===== src/rtl/uart_cmd_pkg.sv =====
// rtl/uart_cmd_pkg.sv - shared types and constants for the UART command parser
//
// Holds the byte width, the frame header value, the parser state enum and a
// helper that sizes buffer index ports.
package uart_cmd_pkg;

    localparam int BYTE_W = 8;
    localparam logic [BYTE_W-1:0] HDR_BYTE = 8'hA5;

    typedef enum logic [2:0] {
        IDLE   = 3'd0,
        ADDR   = 3'd1,
        LEN    = 3'd2,
        DATA   = 3'd3,
        CSUM   = 3'd4,
        COMMIT = 3'd5
    } state_t;

    // Index width for a buffer of 'depth' entries; a single entry still needs one bit.
    function automatic int idx_width(input int depth);
        return (depth > 1) ? $clog2(depth) : 1;
    endfunction

endpackage


===== src/rtl/uart_cmd_buf.sv =====
// rtl/uart_cmd_buf.sv - payload byte buffer, one write port, combinational read
//
// Ports:
//   sysclk  - clock, write on rising edge
//   wr_en   - write strobe
//   wr_addr - write index
//   wr_data - write byte
//   rd_addr - read index
//   rd_data - byte at rd_addr (combinational)
module uart_cmd_buf
    import uart_cmd_pkg::*;
#(
    parameter  int DEPTH = 16,
    localparam int AW    = idx_width(DEPTH)
) (
    input  logic              sysclk,
    input  logic              wr_en,
    input  logic [AW-1:0]     wr_addr,
    input  logic [BYTE_W-1:0] wr_data,
    input  logic [AW-1:0]     rd_addr,
    output logic [BYTE_W-1:0] rd_data
);

    logic [BYTE_W-1:0] mem [DEPTH];

    always_ff @(posedge sysclk) begin
        if (wr_en) begin
            mem[wr_addr] <= wr_data;
        end
    end

    assign rd_data = mem[rd_addr];

endmodule


===== src/rtl/uart_cmd_parser.sv =====
// rtl/uart_cmd_parser.sv - framed UART command parser driving a register write port
//
// Frame: A5, ADDR, LEN, LEN payload bytes, CSUM (mod-256 sum of ADDR, LEN, payload).
// A checksum-valid frame is replayed as LEN consecutive register writes starting
// at ADDR; anything else is discarded with a frame_err pulse.
//
// Build option: define UART_CMD_TIMEOUT_EN to abort a partial frame after
// TIMEOUT_CYC cycles without a received byte. Undefined, no counter exists.
//
// Ports:
//   sysclk      - clock, rising edge
//   rstn        - synchronous active-low reset
//   rx_data     - received byte
//   rx_valid    - one-cycle strobe qualifying rx_data
//   reg_wr_en   - register write strobe (high every COMMIT cycle)
//   reg_wr_addr - write address (ADDR + index, 8-bit wrap)
//   reg_wr_data - write data
//   frame_ok    - one-cycle pulse after the last write of a frame
//   frame_err   - one-cycle pulse when a frame is discarded
//   busy        - high while writes are being issued
//   led         - low nibble of the last byte written to LED_ADDR
module uart_cmd_parser
    import uart_cmd_pkg::*;
#(
    parameter int              MAX_LEN     = 16,
    parameter int              TIMEOUT_CYC = 100000,
    parameter logic [BYTE_W-1:0] LED_ADDR  = 8'h00
) (
    input  logic              sysclk,
    input  logic              rstn,
    input  logic [BYTE_W-1:0] rx_data,
    input  logic              rx_valid,
    output logic              reg_wr_en,
    output logic [BYTE_W-1:0] reg_wr_addr,
    output logic [BYTE_W-1:0] reg_wr_data,
    output logic              frame_ok,
    output logic              frame_err,
    output logic              busy,
    output logic [3:0]        led
);

    localparam int                AW        = idx_width(MAX_LEN);
    localparam logic [BYTE_W-1:0] MAX_LEN_B = BYTE_W'(MAX_LEN);

    state_t            state, state_next;
    logic [BYTE_W-1:0] addr_q, len_q, idx_q, sum_q;
    logic              frame_ok_next, frame_err_next;
    logic              buf_we;
    logic [BYTE_W-1:0] buf_rd;
    logic              timeout_hit;

    uart_cmd_buf #(.DEPTH(MAX_LEN)) u_buf (
        .sysclk  (sysclk),
        .wr_en   (buf_we),
        .wr_addr (idx_q[AW-1:0]),
        .wr_data (rx_data),
        .rd_addr (idx_q[AW-1:0]),
        .rd_data (buf_rd)
    );

`ifdef UART_CMD_TIMEOUT_EN
    localparam int TW = $clog2(TIMEOUT_CYC + 1);
    logic [TW-1:0] tmo_q;
    logic          in_frame;

    assign in_frame = (state == ADDR) || (state == LEN) || (state == DATA) || (state == CSUM);

    // Counts idle cycles inside a frame; any accepted byte restarts it.
    always_ff @(posedge sysclk) begin
        if (!rstn || !in_frame || rx_valid) begin
            tmo_q <= '0;
        end else begin
            tmo_q <= tmo_q + 1'b1;
        end
    end

    assign timeout_hit = in_frame && !rx_valid && (tmo_q == TW'(TIMEOUT_CYC - 1));
`else
    logic unused_timeout_cfg;
    assign unused_timeout_cfg = (TIMEOUT_CYC != 0);
    assign timeout_hit        = 1'b0;
`endif

    always_ff @(posedge sysclk) begin
        if (!rstn) begin
            state <= IDLE;
        end else begin
            state <= state_next;
        end
    end

    always_comb begin
        state_next     = state;
        frame_ok_next  = 1'b0;
        frame_err_next = 1'b0;
        buf_we         = 1'b0;
        reg_wr_en      = 1'b0;
        reg_wr_addr    = '0;
        reg_wr_data    = '0;
        busy           = 1'b0;
        case (state)
            IDLE: begin
                if (rx_valid && rx_data == HDR_BYTE) begin
                    state_next = ADDR;
                end
            end
            ADDR: begin
                if (rx_valid) begin
                    state_next = LEN;
                end else if (timeout_hit) begin
                    state_next     = IDLE;
                    frame_err_next = 1'b1;
                end
            end
            LEN: begin
                if (rx_valid) begin
                    if (rx_data == '0 || rx_data > MAX_LEN_B) begin
                        state_next     = IDLE;
                        frame_err_next = 1'b1;
                    end else begin
                        state_next = DATA;
                    end
                end else if (timeout_hit) begin
                    state_next     = IDLE;
                    frame_err_next = 1'b1;
                end
            end
            DATA: begin
                if (rx_valid) begin
                    buf_we = 1'b1;
                    if (idx_q == len_q - 8'd1) begin
                        state_next = CSUM;
                    end
                end else if (timeout_hit) begin
                    state_next     = IDLE;
                    frame_err_next = 1'b1;
                end
            end
            CSUM: begin
                if (rx_valid) begin
                    if (rx_data == sum_q) begin
                        state_next = COMMIT;
                    end else begin
                        state_next     = IDLE;
                        frame_err_next = 1'b1;
                    end
                end else if (timeout_hit) begin
                    state_next     = IDLE;
                    frame_err_next = 1'b1;
                end
            end
            COMMIT: begin
                // rx_valid is ignored here; bytes arriving now are lost by design.
                busy        = 1'b1;
                reg_wr_en   = 1'b1;
                reg_wr_addr = addr_q + idx_q;
                reg_wr_data = buf_rd;
                if (idx_q == len_q - 8'd1) begin
                    state_next    = IDLE;
                    frame_ok_next = 1'b1;
                end
            end
            default: state_next = IDLE;
        endcase
    end

    // Frame datapath: address, length, running checksum and buffer/commit index.
    always_ff @(posedge sysclk) begin
        if (!rstn) begin
            addr_q <= '0;
            len_q  <= '0;
            idx_q  <= '0;
            sum_q  <= '0;
        end else begin
            case (state)
                IDLE: idx_q <= '0;
                ADDR: begin
                    if (rx_valid) begin
                        addr_q <= rx_data;
                        sum_q  <= rx_data;
                    end
                end
                LEN: begin
                    if (rx_valid) begin
                        len_q <= rx_data;
                        sum_q <= sum_q + rx_data;
                    end
                end
                DATA: begin
                    if (rx_valid) begin
                        sum_q <= sum_q + rx_data;
                        idx_q <= idx_q + 8'd1;
                    end
                end
                CSUM:    idx_q <= '0;
                COMMIT:  idx_q <= idx_q + 8'd1;
                default: idx_q <= '0;
            endcase
        end
    end

    always_ff @(posedge sysclk) begin
        if (!rstn) begin
            frame_ok  <= 1'b0;
            frame_err <= 1'b0;
            led       <= 4'h0;
        end else begin
            frame_ok  <= frame_ok_next;
            frame_err <= frame_err_next;
            if (reg_wr_en && reg_wr_addr == LED_ADDR) begin
                led <= reg_wr_data[3:0];
            end
        end
    end

endmodule


===== config.mk =====
export PLATFORM = sky130hd
export DESIGN_NAME = uart_cmd_parser
export DESIGN_NICKNAME = d
export VERILOG_FILES = /design/src/rtl/uart_cmd_pkg.sv /design/src/rtl/uart_cmd_buf.sv /design/src/rtl/uart_cmd_parser.sv
export SDC_FILE = /design/constraint.sdc
export NUM_CORES = 1
export LEC_CHECK = 0
export CAP_MARGIN = 10
export CORE_ASPECT_RATIO = 1.5
export CORE_MARGIN = 2
export CORE_UTILIZATION = 65
export DETAILED_ROUTE_END_ITERATION = 12
export GPL_TIMING_DRIVEN = 0
export MAX_ROUTING_LAYER = met4
export PLACE_DENSITY = 0.89
export SLEW_MARGIN = 20
export SYNTH_ARGS = -nofsm -noshare
export SYNTH_HDL_FRONTEND = slang
export SYNTH_SLANG_ARGS = --single-unit

===== constraint.sdc =====
create_clock -name sysclk -period 5.7 [get_ports sysclk]
set_clock_uncertainty 0.05 [all_clocks]
set_input_delay 0.855 -clock sysclk [delete_from_list [all_inputs] [get_ports sysclk]]
set_output_delay 0.855 -clock sysclk [all_outputs]
set_load 0.01 [all_outputs]

# Word-level counts from Yosys, hierarchy flattened
# Memories as Yosys holds them, arrays and structs flattened. A register that Yosys moved wholly into a read port is not among the register bits.
# Cells that the tools add are included.
# word_totals
ramBits	128
wordCells	76
reg_bits	41
memories	1
inputBits	11
out_inout_bits	24
# classes
n_reduce_logical	15
mux	30
n_eq_ne	16
magnitude_cmp	1
bitwise_logic	1
add_sub_neg	4
# memory_table
name	words	word_bits	read_ports	rd_ports_with_merged_regs	write_ports	line_no	rtl
u_buf.mem	16	8	1	1	1	uart_cmd_buf.sv:24	logic [BYTE_W-1:0] mem [DEPTH];
# op_table
op	n
$mux W8	5
$mux W3	8
$pmux W8 S3	1
$pmux W3 S6	1
$add A8 B8 Y8	2
$eq A8 B8 Y1	2
$logic_not A8 Y1	2
$pmux W8 S2	1
$ne A2 B2 Y1 const B	7
$mux W1	10
$add A8 B1 Y8 const B	1
$eq A8 B8 Y1 const B	1
$gt A8 B5 Y1 const B	1
$mux W4	2
$reduce_and A2 Y1	4
$sub A8 B1 Y8 const B	1
$reduce_and A7 Y1	1
$eq A3 B2 Y1 const B	2
$eq A3 B3 Y1 const B	2
$reduce_or A2 Y1	2
$eq A3 B1 Y1 const B	1
$logic_not A3 Y1	1
$reduce_and A3 Y1	1
$logic_and A1 B1 Y1	2
other kinds (6)	6

# Depth between registers and ports, before layout
# Gate-level depths: netlist (run 1).
# depth
word_depth	6
ltp_mapped	9
mapped_depth_nobuf	9

# Hierarchy
# Synthesis (run 1) repeated with hierarchy kept, for this count alone.
# hier_totals
hier_cells	576
hier_area_um2	7848.8
# by_module_without_submodules
mod	seq_area_each_um2	instances	area_per_inst_um2	cells_each
uart_cmd_buf	3843.7	1	4987.3	221
uart_cmd_parser	820.8	1	2861.5	355

# Worst setup path after synthesis (run 1)
# OpenSTA, ideal clock, no wires.
# synth_timing
path_type	register to output
start	register with a tool-made name
end	output reg_wr_data[4]
path_stages_with_launch	6
arrival_time_ps	1901
slack_ps	2894
required_time_ps	4795
cell_sequence	dfxtp_1 -> clkbuf_1 -> clkbuf_1 -> mux4_2 -> mux4_2 -> and2_1
# synth_rtl
item	line_no	rtl
to (decl)	uart_cmd_parser.sv:35	output logic [BYTE_W-1:0] reg_wr_data,

==> results of run 1 <==
-- worst register-to-register path: cells and delay by family (launching register included) --
family | cells | cell delay, ns
adder cells (fa/ha/maj) | 2 | 0.72
AO/OA/AOI/OAI | 4 | 1.25
flip-flops | 1 | 0.43
multiplexers | 1 | 0.26
AND/OR/NAND/NOR | 1 | 0.13
-- layer usage --
metal	part of all wire, %	up-vias	GRT usage (%)
li1	-	2360	-
met1	36	2577	35.5
met2	54	253	56.1
met3	5.8	55	5.74
met4	4.3	0	14.6
met5	0	-	-
-- Yosys cell counts, drive strengths merged, types with 4 or more instances --
master	count	area, um2
nor3b	5	37.5
inv	12	45.0
nor2b	10	62.6
nand4	4	25.0
and3	9	57.6
clkbuf	18	67.6
mux2i	15	150
a21oi	13	65.1
nand2b	8	50.1
or3	6	37.5
nand2	60	225
edfxtp	128	3840
a211oi	7	62.6
a21boi	20	150
mux4	36	811
o21ai	14	70.1
dfxtp	45	901
nor4	4	31.3
xnor2	13	114
ha	19	238
and2	9	57.6
xor2	14	123
buf	9	47.6
nor3	15	80.1
nor2	44	165
o22ai	6	37.5
nand3	6	30.0
-- layout by cell type, fill, tap and decap left out, types with 9 or more instances in the layout --
master / instances
a21boi_0: 20
inv_1: 12
ha_1: 19
mux2i_1: 15
mux4_2: 36
clkbuf_1: 18
xnor2_1: 13
dfxtp_1: 45
buf_2: 9
a21oi_1: 13
clkdlybuf4s50_1: 32
edfxtp_1: 128
nor3_1: 9
nor2_1: 44
o21ai_0: 13
clkbuf_16: 17
xor2_1: 14
nor2b_1: 10
nand2_1: 60
-- cell families (layout without fill, tap and decap cells) --
| family | Yosys count | after routing |
|---|---|---|
| buffers and inverters | 39 | 106 |
| xor gates and xnor gates | 27 | 27 |
| muxes | 51 | 51 |
| AOI/OAI and AO/OA | 90 | 90 |
| and+or+nand+nor | 190 | 190 |
| adders and majority gates | 21 | 21 |
| DFF | 173 | 173 |
-- worst max path at each step --
stage               start              to  slack [ns]  depth (start not counted)
3_5_place_dp   rx_data[3]        sum_q[7]        1.82                          8
3_3_place_gp   rx_data[3]        sum_q[7]        1.93                          8
2_1_floorplan        flop  reg_wr_data[4]        2.89                          5
4_1_cts              flop  reg_wr_data[7]        1.40                          6
6_report             flop  reg_wr_data[7]        1.47                          6
5_1_grt              flop  reg_wr_data[7]        1.32                          6
-- power groups by stage --
| stage | Clock (mW) | Combinational, mW | Sequential, mW |
|---|---|---|---|
| 2_1_floorplan | 0 | 0.0165 | 1.38 |
| 3_3_place_gp | 0 | 0.0472 | 1.38 |
| 3_5_place_dp | 0 | 0.0497 | 1.38 |
| 4_1_cts | 1.14 | 0.0501 | 1.35 |
| 5_1_grt | 1.19 | 0.0550 | 1.35 |
| 6_report | 1.13 | 0.0513 | 1.35 |
-- area by class of cell --
type	count	area, um2
Buffer	27	115
Clock buffer	17	425
Clock inverter	15	165
Fill cell	748	2880
Inverter	12	45.0
Multi-Input combinational cell	379	3110
Sequential cell	173	4740
Tap cell	153	191
Timing Repair Buffer	35	340
-- per-stage QoR --
step	instance area [um2]	std cells	hold slack [ns]	setup WS, ns
after floorplan	7990	591	0.397	2.89
final	9140	811	0.415	1.47
after detailed placement	8550	779	0.405	1.82
after global placement	8510	777	0.394	1.93
after global routing	9140	811	0.436	1.32
after CTS	9140	811	0.415	1.40
-- flip-flops by register name, indices dropped and copies added, names as in the netlist, named ones only --
name       count
u_buf.mem    128
addr_q         8
idx_q          8
len_q          8
sum_q          8
led            4
state          3
frame_err      1
frame_ok       1
==> impl_metrics.env, run 1 <==
export IMPL_async_flop_share_pct=0
export IMPL_power_frac_comb_pct=2.0
export IMPL_clk_path_buf_depth=2
export IMPL_cts_root_buf="clkbuf_16"
export IMPL_yosysSeqAreaShare_pct=59.4
export IMPL_numCtsBuffers=17
export IMPL_syn_to_final_growth_pct=14.4
export IMPL_rsz0062_at_grt="false"
export IMPL_fin_crit_ns=4.23
export IMPL_synth_compound_area_share_pct=8.36
export IMPL_fmax_mhz=237
export IMPL_cts_tree="yes"
export IMPL_htreeDepth=4
export IMPL_grt_usage_pct=32.3
export IMPL_min_from="led[2]"
export IMPL_hold_path_depth=2
export IMPL_synth_top_family_by_area="multiplexers"
export IMPL_avgViaCountPerCell=6.47
export IMPL_cpMaxStageDelayCell="clkbuf_1"
export IMPL_p_switching_uw=583
export IMPL_synthSimpleGateAreaFrac_pct=11.8
export IMPL_synthAdderAreaFrac_pct=3.48
export IMPL_die_area_mm2=0.0132
export IMPL_final_core_utilization_pct=76.0
export IMPL_gp_congestion=0.896
export IMPL_diodes=0
export IMPL_required_ns=4.80
export IMPL_status="completed"
export IMPL_vias=5245
export IMPL_row_count=49
export IMPL_ios=35
export IMPL_synth_avg_cell_area_um2=13.5
export IMPL_hold_end="led[2]"
export IMPL_start_util_pct=66.5
export IMPL_worstMarginPinSlew_ns=1.07
export IMPL_first_pass_iters=4
export IMPL_r2r_end="led[0]"
export IMPL_netlist_instances=591
export IMPL_min_path_type="reg2reg"
export IMPL_worstPathMaxFanout=10
export IMPL_synthFlopType="edfxtp_1"
export IMPL_crit_family="buffers and inverters"
export IMPL_fin_crit_sh_pct=74.2
export IMPL_cts_resized=0
export IMPL_drt_iter0_drc=363
export IMPL_grt_antenna_before_repair=0
export IMPL_drv_cap=0
export IMPL_clk_latency_ns=0.43
export IMPL_finalSetupTns_ns=0
export IMPL_hold_violations=0
export IMPL_antenna_left=0
export IMPL_critPathMaxStageDelay_ns=0.58
export IMPL_syn_num_nets=623
export IMPL_power_leakage_nw=3.00
export IMPL_clkPwrFrac_pct=44.8
export IMPL_clock_sinks=173
export IMPL_yosysWarnings=0
export IMPL_post_synth_xor_area_fraction_pct=2.96
export IMPL_die_h_um=140
export IMPL_finalSetupViolations=0
export IMPL_p_sw_share_pct=23.0
export IMPL_muxShareOfSynthArea_pct=12.0
export IMPL_cp_arrival_ns=3.32
export IMPL_crit_buf_inv=3
export IMPL_clk_pin_slew_ns=0.07
export IMPL_timing_rr_start="idx_q[0]"
export IMPL_r2r_setup_slack_ns=2.79
export IMPL_holdBufCountCts=0
export IMPL_grt_pass1_vias=5399
export IMPL_finalWirelength_um=19200
export IMPL_ys_seq_elements=173
export IMPL_synth_edff_count=128
export IMPL_grt_pass1_wl_um=29900
export IMPL_fp_coreArea_mm2=0.0120
export IMPL_critPathLaunchType="flop"
export IMPL_grt_max_degree=25
export IMPL_p_int_mw=1.95
export IMPL_place_hpwl_um=13400
export IMPL_layout_drive_gt1_share_pct=14.7
export IMPL_finalPower_mw=2.54
export IMPL_ir_drop_v=0.000230
export IMPL_grt_ovfl_total=0
export IMPL_syn_cell_area_mm2=0.00799
export IMPL_slew_limit_headroom_pct=28.5
export IMPL_path_class="reg2out"
export IMPL_postCtsSetupBuffers=0
export IMPL_synth_distinct_cells=63
export IMPL_rr_worst_depth=8
export IMPL_endpoint_kind="output port"
export IMPL_fin_nets=677
export IMPL_routedWlPerCell_um=23.7
export IMPL_die_w_um=94.5
export IMPL_drv_slew=0
export IMPL_drc_errors=0
export IMPL_port_buffers=33
export IMPL_crit_chain="clkbuf_1 > clkbuf_1 > mux4_2 > mux4_2 > and2_1 > clkdlybuf4s50_1"
export IMPL_seqPwrFrac_pct=53.2
export IMPL_p_per_area_mw_per_mm2=277
Note: power is estimated with default switching activity, not from simulation.
==> inputs of run 2 (changes only) <==
--- a/config.mk
+++ b/config.mk
@@ -8,11 +8,11 @@
 export CAP_MARGIN = 10
 export CORE_ASPECT_RATIO = 1.5
 export CORE_MARGIN = 2
-export CORE_UTILIZATION = 65
+export CORE_UTILIZATION = 60
 export DETAILED_ROUTE_END_ITERATION = 12
 export GPL_TIMING_DRIVEN = 0
 export MAX_ROUTING_LAYER = met4
-export PLACE_DENSITY = 0.89
+export PLACE_DENSITY = 0.83
 export SLEW_MARGIN = 20
 export SYNTH_ARGS = -nofsm -noshare
 export SYNTH_HDL_FRONTEND = slang
==> constraint.sdc (replaced) <==
create_clock -name sysclk -period 4.1 [get_ports sysclk]
set_clock_uncertainty 0.05 [all_clocks]
set_input_delay 0.615 -clock sysclk [delete_from_list [all_inputs] [get_ports sysclk]]
set_output_delay 0.615 -clock sysclk [all_outputs]
set_load 0.01 [all_outputs]
==> impl_metrics.env, run 2 (synthesis gave the netlist of run 1 again) <==
export IMPL_critPathLaunchType="flop"
export IMPL_power_leakage_nw=3.00
export IMPL_finalSetupViolations=0
export IMPL_gr_usage_met2_pct=49.5
export IMPL_grt_pass1_wl_um=29800
export IMPL_required_ns=3.43
export IMPL_worstMarginPinSlew_ns=1.09
export IMPL_rsz0062_at_grt="false"
export IMPL_syn_to_final_growth_pct=14.5
export IMPL_path_class="reg2out"
export IMPL_clk_latency_ns=0.43
export IMPL_htreeDepth=4
export IMPL_ios=35
export IMPL_die_h_um=145
export IMPL_antenna_left=0
export IMPL_mostFrequentLayoutCell="edfxtp_1"
export IMPL_numCtsBuffers=17
export IMPL_num_fill_cells=893
export IMPL_grt_ovfl_total=0
export IMPL_finalSetupTns_ns=0
export IMPL_gp_congestion=0.900
export IMPL_final_core_utilization_pct=70.3
export IMPL_cts_tree="yes"
export IMPL_clk_path_buf_depth=2
export IMPL_row_count=51
export IMPL_drv_cap=0
export IMPL_grt_max_degree=25
export IMPL_finalWirelength_um=19200
export IMPL_layout_drive_gt1_share_pct=14.3
export IMPL_endpoint_kind="output port"
export IMPL_multi_input_area_mm2=0.00311
export IMPL_grt_antenna_before_repair=0
export IMPL_timing_rr_start="idx_q[0]"
export IMPL_cts_root_buf="clkbuf_16"
export IMPL_avgViaCountPerCell=6.57
export IMPL_largest_register_ffs=128
export IMPL_hold_violations=0
export IMPL_whs_ns=0.413
export IMPL_fin_nets=675
export IMPL_routedWlPerCell_um=23.5
export IMPL_start_util_pct=61.4
export IMPL_die_area_mm2=0.0143
export IMPL_ir_drop_v=0.000288
export IMPL_port_buffers=33
export IMPL_min_path_type="reg2reg"
export IMPL_worstPathMaxFanout=9
export IMPL_cp_arrival_ns=3.15
export IMPL_grt_usage_pct=29.0
export IMPL_drv_slew=0
export IMPL_grtUsageMet3_pct=5.28
export IMPL_fin_crit_sh_pct=93.0
export IMPL_register_area_mm2=0.00474
export IMPL_grt_use_met1_pct=31.6
export IMPL_fp_coreArea_mm2=0.0130
export IMPL_grt_pass1_vias=5501
export IMPL_drt_iter0_drc=395
export IMPL_diodes=0
export IMPL_fin_crit_ns=3.81
export IMPL_vias=5357
export IMPL_fmax_mhz=262
export IMPL_grt_busiest_layer="met2"
export IMPL_layout_common_cells="edfxtp_1, nand2_1, dfxtp_1"
export IMPL_critical_path_startpoint="idx_q[0]"
export IMPL_clk_pin_slew_ns=0.06
export IMPL_place_hpwl_um=12900
export IMPL_p_per_area_mw_per_mm2=391
export IMPL_first_pass_iters=5
export IMPL_min_from="led[3]"
export IMPL_slew_limit_headroom_pct=27.0
export IMPL_drc_errors=0
export IMPL_clock_sinks=173
export IMPL_status="completed"
export IMPL_die_w_um=98.2
export IMPL_regMostFlops="u_buf.mem"
## run 2: area by class of cell
class,instances,area share [%]
Buffer,27,1.27
Clock buffer,22,5.54
Clock inverter,10,1.09
Inverter,12,0.492
Multi-Input combinational cell,379,34.0
Sequential cell,173,51.8
Tap cell,159,2.17
Timing Repair Buffer,33,3.61
## run 2: timing repair
item,4_1_cts,5_1_grt
endpoints found under the setup margin,4,0
resized for setup,1,0
setup buffers,0,0
hold buffers,0,0
## run 2: per-layer routing
layer,share of wire [%],vias to the layer above
met5,0,-
met4,5.3,0
met3,6.4,72
met2,54,261
met1,35,2669
li1,-,2355
## run 2: power breakdown
group,internal [mW],switching [mW]
logic,0.0199,0.0521
clock network,0.949,0.681
registers,1.88,0.000267
## run 2: per-stage QoR
stage | cells | cell area [um2] | power, mW | setup WS [ns]
4_1_cts | 815 | 9150 | 3.59 | 0.218
2_1_floorplan | 591 | 7990 | 1.94 | 1.53
3_3_place_gp | 783 | 8520 | 1.98 | 0.511
5_1_grt | 815 | 9150 | 3.66 | 0.103
6_report | 815 | 9150 | 3.58 | 0.289
3_5_place_dp | 783 | 8540 | 1.99 | 0.315
## run 2: final timing paths
path	to	slack [ns]	cells past startpoint
setup reg to reg	led[0]	1.19	8
hold reg to reg	led[3]	0.41	2
hold / removal	led[3]	0.41	2
setup / recovery	reg_wr_addr[6]	0.29	9
## run 2: critical path, stage by stage, from the launching register on
cell and delay (ns):
dfxtp_1 0.46, ha_1 0.31, fa_1 0.42, a211oi_1 0.31
nor3b_1 0.14, o21a_1 0.21, nor2_1 0.14, xor2_1 0.20
nor2_1 0.06, clkdlybuf4s50_1 0.48
